**config.mk**
```make
export PLATFORM = sky130hd
export DESIGN_NAME = ip_checksum_partial
export DESIGN_NICKNAME = d
export VERILOG_FILES = /design/src/rtl/ip_checksum_partial_pkg.sv /design/src/rtl/ip_hdr_word_sum.sv /design/src/rtl/ip_checksum_partial.sv
export SDC_FILE = /design/constraint.sdc
export NUM_CORES = 2
export LEC_CHECK = 0
export BUFFER_PORTS_ARGS = -buffer_cell sky130_fd_sc_hd__buf_2
export CAP_MARGIN = 20
export CORE_AREA = 2 2 379 381
export CTS_BUF_LIST = sky130_fd_sc_hd__clkbuf_8 sky130_fd_sc_hd__clkbuf_16
export DETAILED_ROUTE_END_ITERATION = 10
export DIE_AREA = 0 0 381 383
export SYNTH_ARGS = -nofsm -noshare
export SYNTH_HDL_FRONTEND = slang
export SYNTH_SLANG_ARGS = --single-unit
```
**constraint.sdc**
```tcl
create_clock -name AXI_ACLK -period 107.1 [get_ports AXI_ACLK]
set_input_delay 21.42 -clock AXI_ACLK [delete_from_list [all_inputs] [get_ports AXI_ACLK]]
set_output_delay 21.42 -clock AXI_ACLK [all_outputs]
set_load 0.1 [all_outputs]
```
**src/rtl/ip_checksum_partial_pkg.sv**
```systemverilog
// Shared state encoding and beat-0 header layout for the IPv4 partial-checksum stage.
package ip_checksum_partial_pkg;

    typedef enum logic [1:0] {
        S_HDR,
        S_WAIT1,
        S_FLUSH1,
        S_BODY
    } state_e;

    localparam logic [15:0] ETHERTYPE_IPV4 = 16'h0800;
    localparam logic [7:0]  IPV4_VER_IHL   = 8'h45;

    localparam int unsigned ETHERTYPE_MSB = 159;
    localparam int unsigned W0_MSB        = 143;
    localparam int unsigned W9_MSB        = 255;
    localparam int unsigned HDR_WORDS     = 9;
    // Only the low beat-0 bits (ethertype plus header words 0..8) feed the sum logic.
    localparam int unsigned HDR_BITS      = ETHERTYPE_MSB + 1;

    function automatic logic [31:0] sum3(input logic [15:0] a, input logic [15:0] b,
                                         input logic [15:0] c);
        return {16'h0000, a} + {16'h0000, b} + {16'h0000, c};
    endfunction

endpackage

```
**src/rtl/ip_hdr_word_sum.sv**
```systemverilog
// Combinational beat-0 decode: IPv4 check plus the three 3-word partial sums.
module ip_hdr_word_sum
    import ip_checksum_partial_pkg::*;
(
    input  logic [HDR_BITS-1:0] hdr_i,
    output logic [31:0]         sum01_o,
    output logic [31:0]         sum02_o,
    output logic [31:0]         sum03_o,
    output logic                is_ipv4_o
);

    logic [15:0] word [HDR_WORDS];
    logic [15:0] ethertype;
    logic        ipv4;

    for (genvar k = 0; k < HDR_WORDS; k++) begin : g_word
        assign word[k] = hdr_i[W0_MSB - 16*k -: 16];
    end

    assign ethertype = hdr_i[ETHERTYPE_MSB -: 16];

    always_comb begin
        ipv4    = (ethertype == ETHERTYPE_IPV4) && (word[0][15:8] == IPV4_VER_IHL);
        sum01_o = '0;
        sum02_o = '0;
        sum03_o = '0;
        if (ipv4) begin
            sum01_o = sum3(word[0], word[1], word[2]);
            sum02_o = sum3(word[3], word[4], word[5]);
            sum03_o = sum3(word[6], word[7], word[8]);
        end
        is_ipv4_o = ipv4;
    end

endmodule

```
**src/rtl/ip_checksum_partial.sv**
```systemverilog
// Two-register AXI4-Stream pass-through that presents IPv4 header partial sums aligned
// with each packet's first egress beat.
module ip_checksum_partial
    import ip_checksum_partial_pkg::*;
#(
    parameter int unsigned C_M_AXIS_DATA_WIDTH  = 256,
    parameter int unsigned C_S_AXIS_DATA_WIDTH  = 256,
    parameter int unsigned C_M_AXIS_TUSER_WIDTH = 128,
    parameter int unsigned C_S_AXIS_TUSER_WIDTH = 128
) (
    input  logic                               AXI_ACLK,
    input  logic                               AXI_RESET,

    input  logic [C_S_AXIS_DATA_WIDTH-1:0]     S_AXIS_TDATA,
    input  logic [C_S_AXIS_DATA_WIDTH/8-1:0]   S_AXIS_TSTRB,
    input  logic [C_S_AXIS_TUSER_WIDTH-1:0]    S_AXIS_TUSER,
    input  logic                               S_AXIS_TVALID,
    input  logic                               S_AXIS_TLAST,
    output logic                               S_AXIS_TREADY,

    output logic [C_M_AXIS_DATA_WIDTH-1:0]     M_AXIS_TDATA,
    output logic [C_M_AXIS_DATA_WIDTH/8-1:0]   M_AXIS_TSTRB,
    output logic [C_M_AXIS_TUSER_WIDTH-1:0]    M_AXIS_TUSER,
    output logic                               M_AXIS_TVALID,
    output logic                               M_AXIS_TLAST,
    input  logic                               M_AXIS_TREADY,

    output logic [31:0]                        checksum01,
    output logic [31:0]                        checksum02,
    output logic [31:0]                        checksum03,
    output logic [31:0]                        checksum04,
    output logic                               is_ipv4
);

    state_e state_q, state_d;

    logic                              hold_valid_q, hold_valid_d;
    logic [C_S_AXIS_DATA_WIDTH-1:0]    hold_data_q, hold_data_d;
    logic [C_S_AXIS_DATA_WIDTH/8-1:0]  hold_strb_q, hold_strb_d;
    logic [C_S_AXIS_TUSER_WIDTH-1:0]   hold_user_q, hold_user_d;
    logic                              hold_last_q, hold_last_d;

    logic                              out_valid_q, out_valid_d;
    logic [C_M_AXIS_DATA_WIDTH-1:0]    out_data_q, out_data_d;
    logic [C_M_AXIS_DATA_WIDTH/8-1:0]  out_strb_q, out_strb_d;
    logic [C_M_AXIS_TUSER_WIDTH-1:0]   out_user_q, out_user_d;
    logic                              out_last_q, out_last_d;

    logic [31:0] stg01_q, stg01_d;
    logic [31:0] stg02_q, stg02_d;
    logic [31:0] stg03_q, stg03_d;
    logic        stg_ipv4_q, stg_ipv4_d;

    logic [31:0] cks01_q, cks01_d;
    logic [31:0] cks02_q, cks02_d;
    logic [31:0] cks03_q, cks03_d;
    logic [31:0] cks04_q, cks04_d;
    logic        is_ipv4_q, is_ipv4_d;

    logic [31:0] hdr_sum01, hdr_sum02, hdr_sum03;
    logic        hdr_ipv4;

    logic out_free;
    logic hold_move;
    logic s_ready;
    logic accept;
    logic start_pkt;

    ip_hdr_word_sum u_hdr_sum (
        .hdr_i     (S_AXIS_TDATA[HDR_BITS-1:0]),
        .sum01_o   (hdr_sum01),
        .sum02_o   (hdr_sum02),
        .sum03_o   (hdr_sum03),
        .is_ipv4_o (hdr_ipv4)
    );

    always_comb begin
        state_d      = state_q;
        hold_valid_d = hold_valid_q;
        hold_data_d  = hold_data_q;
        hold_strb_d  = hold_strb_q;
        hold_user_d  = hold_user_q;
        hold_last_d  = hold_last_q;
        out_valid_d  = out_valid_q;
        out_data_d   = out_data_q;
        out_strb_d   = out_strb_q;
        out_user_d   = out_user_q;
        out_last_d   = out_last_q;
        stg01_d      = stg01_q;
        stg02_d      = stg02_q;
        stg03_d      = stg03_q;
        stg_ipv4_d   = stg_ipv4_q;
        cks01_d      = cks01_q;
        cks02_d      = cks02_q;
        cks03_d      = cks03_q;
        cks04_d      = cks04_q;
        is_ipv4_d    = is_ipv4_q;
        start_pkt    = 1'b0;

        out_free = !out_valid_q || M_AXIS_TREADY;

        // In S_WAIT1 beat 0 may only leave HOLD together with the arrival of beat 1.
        unique case (state_q)
            S_HDR:    hold_move = 1'b0;
            S_WAIT1:  hold_move = out_free && S_AXIS_TVALID;
            S_FLUSH1: hold_move = out_free;
            S_BODY:   hold_move = hold_valid_q && out_free;
            default:  hold_move = 1'b0;
        endcase

        s_ready = !hold_valid_q || ((state_q != S_FLUSH1) && hold_move);
        accept  = S_AXIS_TVALID && s_ready;

        if (hold_move) begin
            out_valid_d = 1'b1;
            out_data_d  = hold_data_q;
            out_strb_d  = hold_strb_q;
            out_user_d  = hold_user_q;
            out_last_d  = hold_last_q;
        end else if (M_AXIS_TREADY) begin
            out_valid_d = 1'b0;
        end

        if (accept) begin
            hold_valid_d = 1'b1;
            hold_data_d  = S_AXIS_TDATA;
            hold_strb_d  = S_AXIS_TSTRB;
            hold_user_d  = S_AXIS_TUSER;
            hold_last_d  = S_AXIS_TLAST;
        end else if (hold_move) begin
            hold_valid_d = 1'b0;
        end

        unique case (state_q)
            S_HDR: begin
                start_pkt = accept;
            end
            S_WAIT1: begin
                if (hold_move) begin
                    cks01_d   = stg01_q;
                    cks02_d   = stg02_q;
                    cks03_d   = stg03_q;
                    cks04_d   = stg_ipv4_q ? {16'h0000, S_AXIS_TDATA[W9_MSB -: 16]} : 32'h0;
                    is_ipv4_d = stg_ipv4_q;
                    state_d   = S_BODY;
                end
            end
            S_FLUSH1: begin
                if (hold_move) begin
                    cks01_d   = stg01_q;
                    cks02_d   = stg02_q;
                    cks03_d   = stg03_q;
                    cks04_d   = 32'h0;
                    is_ipv4_d = stg_ipv4_q;
                    state_d   = S_HDR;
                end
            end
            S_BODY: begin
                // A beat accepted while the last beat leaves HOLD is the next packet's beat 0.
                if (hold_move && hold_last_q) begin
                    state_d   = S_HDR;
                    start_pkt = accept;
                end
            end
            default: ;
        endcase

        if (start_pkt) begin
            stg01_d    = hdr_sum01;
            stg02_d    = hdr_sum02;
            stg03_d    = hdr_sum03;
            stg_ipv4_d = hdr_ipv4;
            state_d    = S_AXIS_TLAST ? S_FLUSH1 : S_WAIT1;
        end
    end

    always_ff @(posedge AXI_ACLK or posedge AXI_RESET) begin
        if (AXI_RESET) begin
            state_q      <= S_HDR;
            hold_valid_q <= 1'b0;
            hold_data_q  <= '0;
            hold_strb_q  <= '0;
            hold_user_q  <= '0;
            hold_last_q  <= 1'b0;
            out_valid_q  <= 1'b0;
            out_data_q   <= '0;
            out_strb_q   <= '0;
            out_user_q   <= '0;
            out_last_q   <= 1'b0;
            stg01_q      <= '0;
            stg02_q      <= '0;
            stg03_q      <= '0;
            stg_ipv4_q   <= 1'b0;
            cks01_q      <= '0;
            cks02_q      <= '0;
            cks03_q      <= '0;
            cks04_q      <= '0;
            is_ipv4_q    <= 1'b0;
        end else begin
            state_q      <= state_d;
            hold_valid_q <= hold_valid_d;
            hold_data_q  <= hold_data_d;
            hold_strb_q  <= hold_strb_d;
            hold_user_q  <= hold_user_d;
            hold_last_q  <= hold_last_d;
            out_valid_q  <= out_valid_d;
            out_data_q   <= out_data_d;
            out_strb_q   <= out_strb_d;
            out_user_q   <= out_user_d;
            out_last_q   <= out_last_d;
            stg01_q      <= stg01_d;
            stg02_q      <= stg02_d;
            stg03_q      <= stg03_d;
            stg_ipv4_q   <= stg_ipv4_d;
            cks01_q      <= cks01_d;
            cks02_q      <= cks02_d;
            cks03_q      <= cks03_d;
            cks04_q      <= cks04_d;
            is_ipv4_q    <= is_ipv4_d;
        end
    end

    assign S_AXIS_TREADY = s_ready;
    assign M_AXIS_TDATA  = out_data_q;
    assign M_AXIS_TSTRB  = out_strb_q;
    assign M_AXIS_TUSER  = out_user_q;
    assign M_AXIS_TVALID = out_valid_q;
    assign M_AXIS_TLAST  = out_last_q;
    assign checksum01    = cks01_q;
    assign checksum02    = cks02_q;
    assign checksum03    = cks03_q;
    assign checksum04    = cks04_q;
    assign is_ipv4       = is_ipv4_q;

endmodule

```
# Word level (Yosys, flattened, before mapping)
# Cells that the tools add are included.
dict set report word_totals {
  regBits 1064
  latch_bits 0
  ramBits 0
  mem_bits_ro 0
  in_bits 421
  output_inout_bits 548
  word_cells 76
  n_memories 0
}
dict set report op_classes {
  addsub 6
  mul 0
  div 0
  magnitude_cmp 0
  n_eq_ne 11
  shift 0
  n_mux 20
  bitwise_logic 0
  n_reduce_logical 19
}
# cell n
set ops {}
lappend ops {{$mux W32} 5}
lappend ops {{$add A32 B16 Y32} 3}
lappend ops {{$pmux W32 S2} 1}
lappend ops {{$add A16 B16 Y17} 3}
lappend ops {{$eq A16 B12 Y1 const B} 1}
lappend ops {{$mux W16} 1}
lappend ops {{$mux W2} 5}
lappend ops {{$ne A3 B3 Y1 const B} 3}
lappend ops {{$eq A8 B7 Y1 const B} 1}
lappend ops {{$logic_and A1 B1 Y1} 6}
lappend ops {{$ne A2 B2 Y1 const B} 3}
lappend ops {{$pmux W2 S3} 1}
lappend ops {{$reduce_bool A2 Y1} 3}
lappend ops {{$mux W1} 5}
lappend ops {{$eq A2 B2 Y1 const B} 2}
lappend ops {{$pmux W1 S4} 1}
lappend ops {{$reduce_and A4 Y1} 1}
lappend ops {{$reduce_bool A4 Y1} 1}
lappend ops {{$reduce_and A3 Y1} 1}
lappend ops {{$eq A2 B1 Y1 const B} 1}
lappend ops {{$logic_not A1 Y1} 2}
lappend ops {{$logic_not A2 Y1} 1}
lappend ops {{$logic_or A1 B1 Y1} 2}
lappend ops {{$pmux W1 S2} 1}
lappend ops {{2 further kinds} 2}

# Depth between registers and ports, before layout
dict set report logic_depth {
  word_depth 11
  ltp_mapped 18
  depth_no_buf 18
}

# Cells and area by module
# From an unflattened synthesis, not the netlist that was laid out.
dict set report unflattened {
  hier_cells 2744
  hier_area_um2 42864.9
}
# module instances cells_each area_each_um2 seq_area_each_um2
set by_module_without_submodules {}
lappend by_module_without_submodules {ip_checksum_partial 1 2300 39132.5 26225.2}
lappend by_module_without_submodules {ip_hdr_word_sum 1 444 3732.3 0.0}

# Worst setup path before layout
# No wires, ideal clock.
dict set report synth_timing {
  kind {input-to-output}
  from {input port S_AXIS_TVALID}
  to {output port S_AXIS_TREADY}
  arrival_ns 22.634
  path_slack_ns 63.046
  cell_stages 4
  path_buffers 0
  path_cell_list {nand3b_1 > a21oi_2 > nand2_1 > o21ai_2}
}
dict set report synth_between {
  elab_chain_len 4
}
# item line_no
set synth_rtl {}
lappend synth_rtl {{start, declared} ip_checksum_partial.sv:17} ;# input logic S_AXIS_TVALID,
lappend synth_rtl {{$logic_and A1 B1 Y1} ip_checksum_partial.sv:105} ;# S_WAIT1: hold_move = out_free && S_AXIS_TVALID;
lappend synth_rtl {{$pmux W1 S4} ip_checksum_partial.sv:103} ;# unique case (state_q)
lappend synth_rtl {{$logic_and A1 B1 Y1} ip_checksum_partial.sv:111} ;# s_ready = !hold_valid_q || ((state_q != S_FLUSH1) && hold_move);
lappend synth_rtl {{$logic_or A1 B1 Y1} ip_checksum_partial.sv:111}
lappend synth_rtl {{end, declared} ip_checksum_partial.sv:19} ;# output logic S_AXIS_TREADY,
# No other way between the ends.

# Final worst setup path
# Ends and elaborated chain as after synthesis.

==> results.toml <==
[logic_synthesis]
synth-seq-area-share_pct = 59.6
yosysUniqueCellTypes = 67
synth_edf_count = 0
ys_ff_latch = 964
postSynthCellCount = 3680
avgSynthCellArea_sq_um = 11.0
yosysWarnings = 0
syn_area_sq_um = 40500
synthFlopType = "dfrtp_1"
async_flop_share_pct = 100

[run_status]
outcome = "complete, no violations"

[setup_path]
cp.arrival_ns = 23.07
r2r-start = "state_q[0]$_DFFE_PP0P_"
critPathCaptureType = "primary output"
required_ns = 85.68
startpoint_type = "input pin"
crit_path_max_fanout = 41
critPathLaunch = "S_AXIS_TVALID"
crit_type = "in2out"

[placed_design]
dp_hpwl_mm = 87.6
place_congestion = 0.866
dp_cells = 6355
port_buffers = 910

[die]
rows = 139
io_pins = 969
dieArea_sq_um = 146000
initial_core_util_pct = 28.5
core_area_sq_um = 142000
die-width_um = 381
die_y_um = 383

[cells_and_area]
stdcell_count = 6574
register_area_sq_um = 24100
final_nets = 5093
area.growth.synth_to_final_pct = 25.1
n_fill_cell = 14300
drive_above_1_share_pct = 27.9
multiInputGateArea_sq_um = 15300

[timing]
finalSetupViolations = 0
fin_crit_ns = 44.49
period_share_pct = 41.5
fin_setup_tns_ns = 0
rsz0062_at_grt = "no"
slew_headroom_pct = 24.5
tightest_slew_ns = 1.13
finClkSkew_ns = 0.0553
drv_slew = 0
hold_viol = 0
fmax_ghz = 0.0225

[cts]
clk_latency_ns = 0.74
h-tree-depth = 3
cts_resized = 0
post-cts-setup-buffer-count = 0
cts_root_buffer = "clkbuf_16"
clock_sinks = 964
clkTransAtPathRegs_ns = 0.06
cts_tree = "done"
clock_path_buffers = 3
cts_hold_buf = 0
cts_made_buffers = 106

[detailed_routing]
drc = 0
wire_per_inst_um = 18.5
ant_nets = 0
viasPerCell = 4.46
drtIter0Drc = 1803
dr.pass1.iters = 5
vias = 29300
routed_wl_mm = 122

[worst_hold_path]
min_from = "hold_user_q[30]$_DFFE_PP0P_"
hold_path_class = "reg2reg"

[global_routing]
grt-ovfl-total = 0
grt_max_degree = 152
grt_pass1_wl_mm = 182
antenna_found_initial = 32
first_global_vias = 29200
track_usage_pct = 16.2

[job]
drv_cap = 0
## per-layer routing
layer  routed length [um]  track usage [%]  up-vias
li1                     -                -    13800
met1                51500             20.8    14400
met2                56600             25.7      876
met3                 8530             4.31      238
met4                 4870             7.38       18
met5                  110                0        -
## registers in the layout (all words and copies together), names as in the netlist, 32 cells and up
name	count
M_AXIS_TUSER	128
hold_user_q	128
hold_data_q	256
M_AXIS_TSTRB	32
hold_strb_q	32
M_AXIS_TDATA	256
## cells in the mapped netlist, types with 4 or more instances
cell type  number  share of area [%]
ha_1          104                3.2
a21o_1         23               0.43
o41ai_1         7               0.15
fa_1            6               0.30
buf_1          11               0.10
o21bai_1        4              0.074
o21ai_0        52               0.64
a31oi_1        13               0.20
and3_1          5              0.077
xnor2_1        44               0.95
o21a_1         16               0.30
xor2_1         26               0.56
o31ai_1        26               0.48
inv_1          42               0.39
mux2_1        304                8.5
a21oi_1        65               0.80
a211o_1         5               0.11
nor4_1          4              0.062
nor2_1         48               0.44
nand2_1      1376                 13
nor3_1         12               0.15
o21ai_1        35               0.43
buf_4          70                1.3
dfrtp_1       964                 60
clkbuf_1       89               0.82
a211oi_1        7               0.13
buf_2          53               0.65
o31a_1          4              0.086
nand2b_1       22               0.34
nor2b_1        17               0.26
mux2_2        159                4.4
nand3_1        10               0.12
## metrics by stage
stage          setup WS [ns]  hold WS (ns)  instance area [sq um]  util [%]
2_1_floorplan          58.56         0.433                  40700         -
3_3_place_gp           62.63         0.439                  46800      32.9
3_5_place_dp           62.58         0.442                  46800      32.9
4_1_cts                62.58         0.444                  50600      35.6
5_1_grt                62.45         0.473                  50700      35.6
6_report               62.61         0.447                  50700      35.6
## logic make-up after synthesis
group / synth area share (%)
buf+inv: 3.27
other cells: 0.00926
fa+ha+maj: 3.51
compound gates: 4.73
xor+xnor: 1.51
simple gates: 14.5
flops: 59.6
mux: 12.9
## cells in the final DEF, fill, tap and decap left out, types with 12 or more instances in the layout
cell type / synthesis / layout
nor2_1: 48 / 48
o21ai_0: 52 / 52
diode_2: 0 / 19
o21a_1: 16 / 16
conb_1: 1 / 58
a21o_1: 23 / 23
a31oi_1: 13 / 12
xor2_1: 26 / 26
buf_2: 53 / 910
clkbuf_8: 0 / 29
dfrtp_1: 964 / 964
clkbuf_16: 0 / 107
nor3_1: 12 / 12
buf_4: 70 / 22
mux2_2: 159 / 159
xnor2_1: 44 / 44
nand2b_1: 22 / 22
ha_1: 104 / 104
mux2_1: 304 / 304
a21oi_1: 65 / 65
nand2_1: 1376 / 1374
o21ai_1: 35 / 34
clkinv_2: 0 / 14
inv_1: 42 / 64
nor2b_1: 17 / 16
o31ai_1: 26 / 26
## worst paths after layout
path | endpoint | slack [ns] | depth (start not counted)
worst max-delay path | S_AXIS_TREADY | 62.61 | 6
worst min-delay path | M_AXIS_TUSER[30]$_DFFE_PP0P_ | 0.45 | 2
worst max register to register | M_AXIS_TUSER[78]$_DFFE_PP0P_ | 102.65 | 10
worst min register to register | M_AXIS_TUSER[30]$_DFFE_PP0P_ | 0.45 | 2
max in group asynchronous | hold_data_q[95]$_DFFE_PP0P_ | 83.20 | 5
min in group asynchronous | M_AXIS_TUSER[62]$_DFFE_PP0P_ | 20.88 | 2
## worst max-delay path, stage by stage
cell	delay [ns]
buf_2	0.15
nand3b_1	0.11
a21oi_2	0.26
nand2_4	0.33
o21ai_2	0.32
buf_2	0.47
## final cells by class
type / instances / area share [%]
clock inverter: 62 / 1.32
tap: 1903 / 4.70
sequential: 964 / 47.6
timing repair buffer: 940 / 9.66
antenna: 19 / 0.0938
inverter: 42 / 0.326
clock buffer: 136 / 6.07
multi-input combinational: 2508 / 30.2
Power is not shown: default switching activity piles up to over one toggle a cycle in this logic, so the estimate is an artifact.
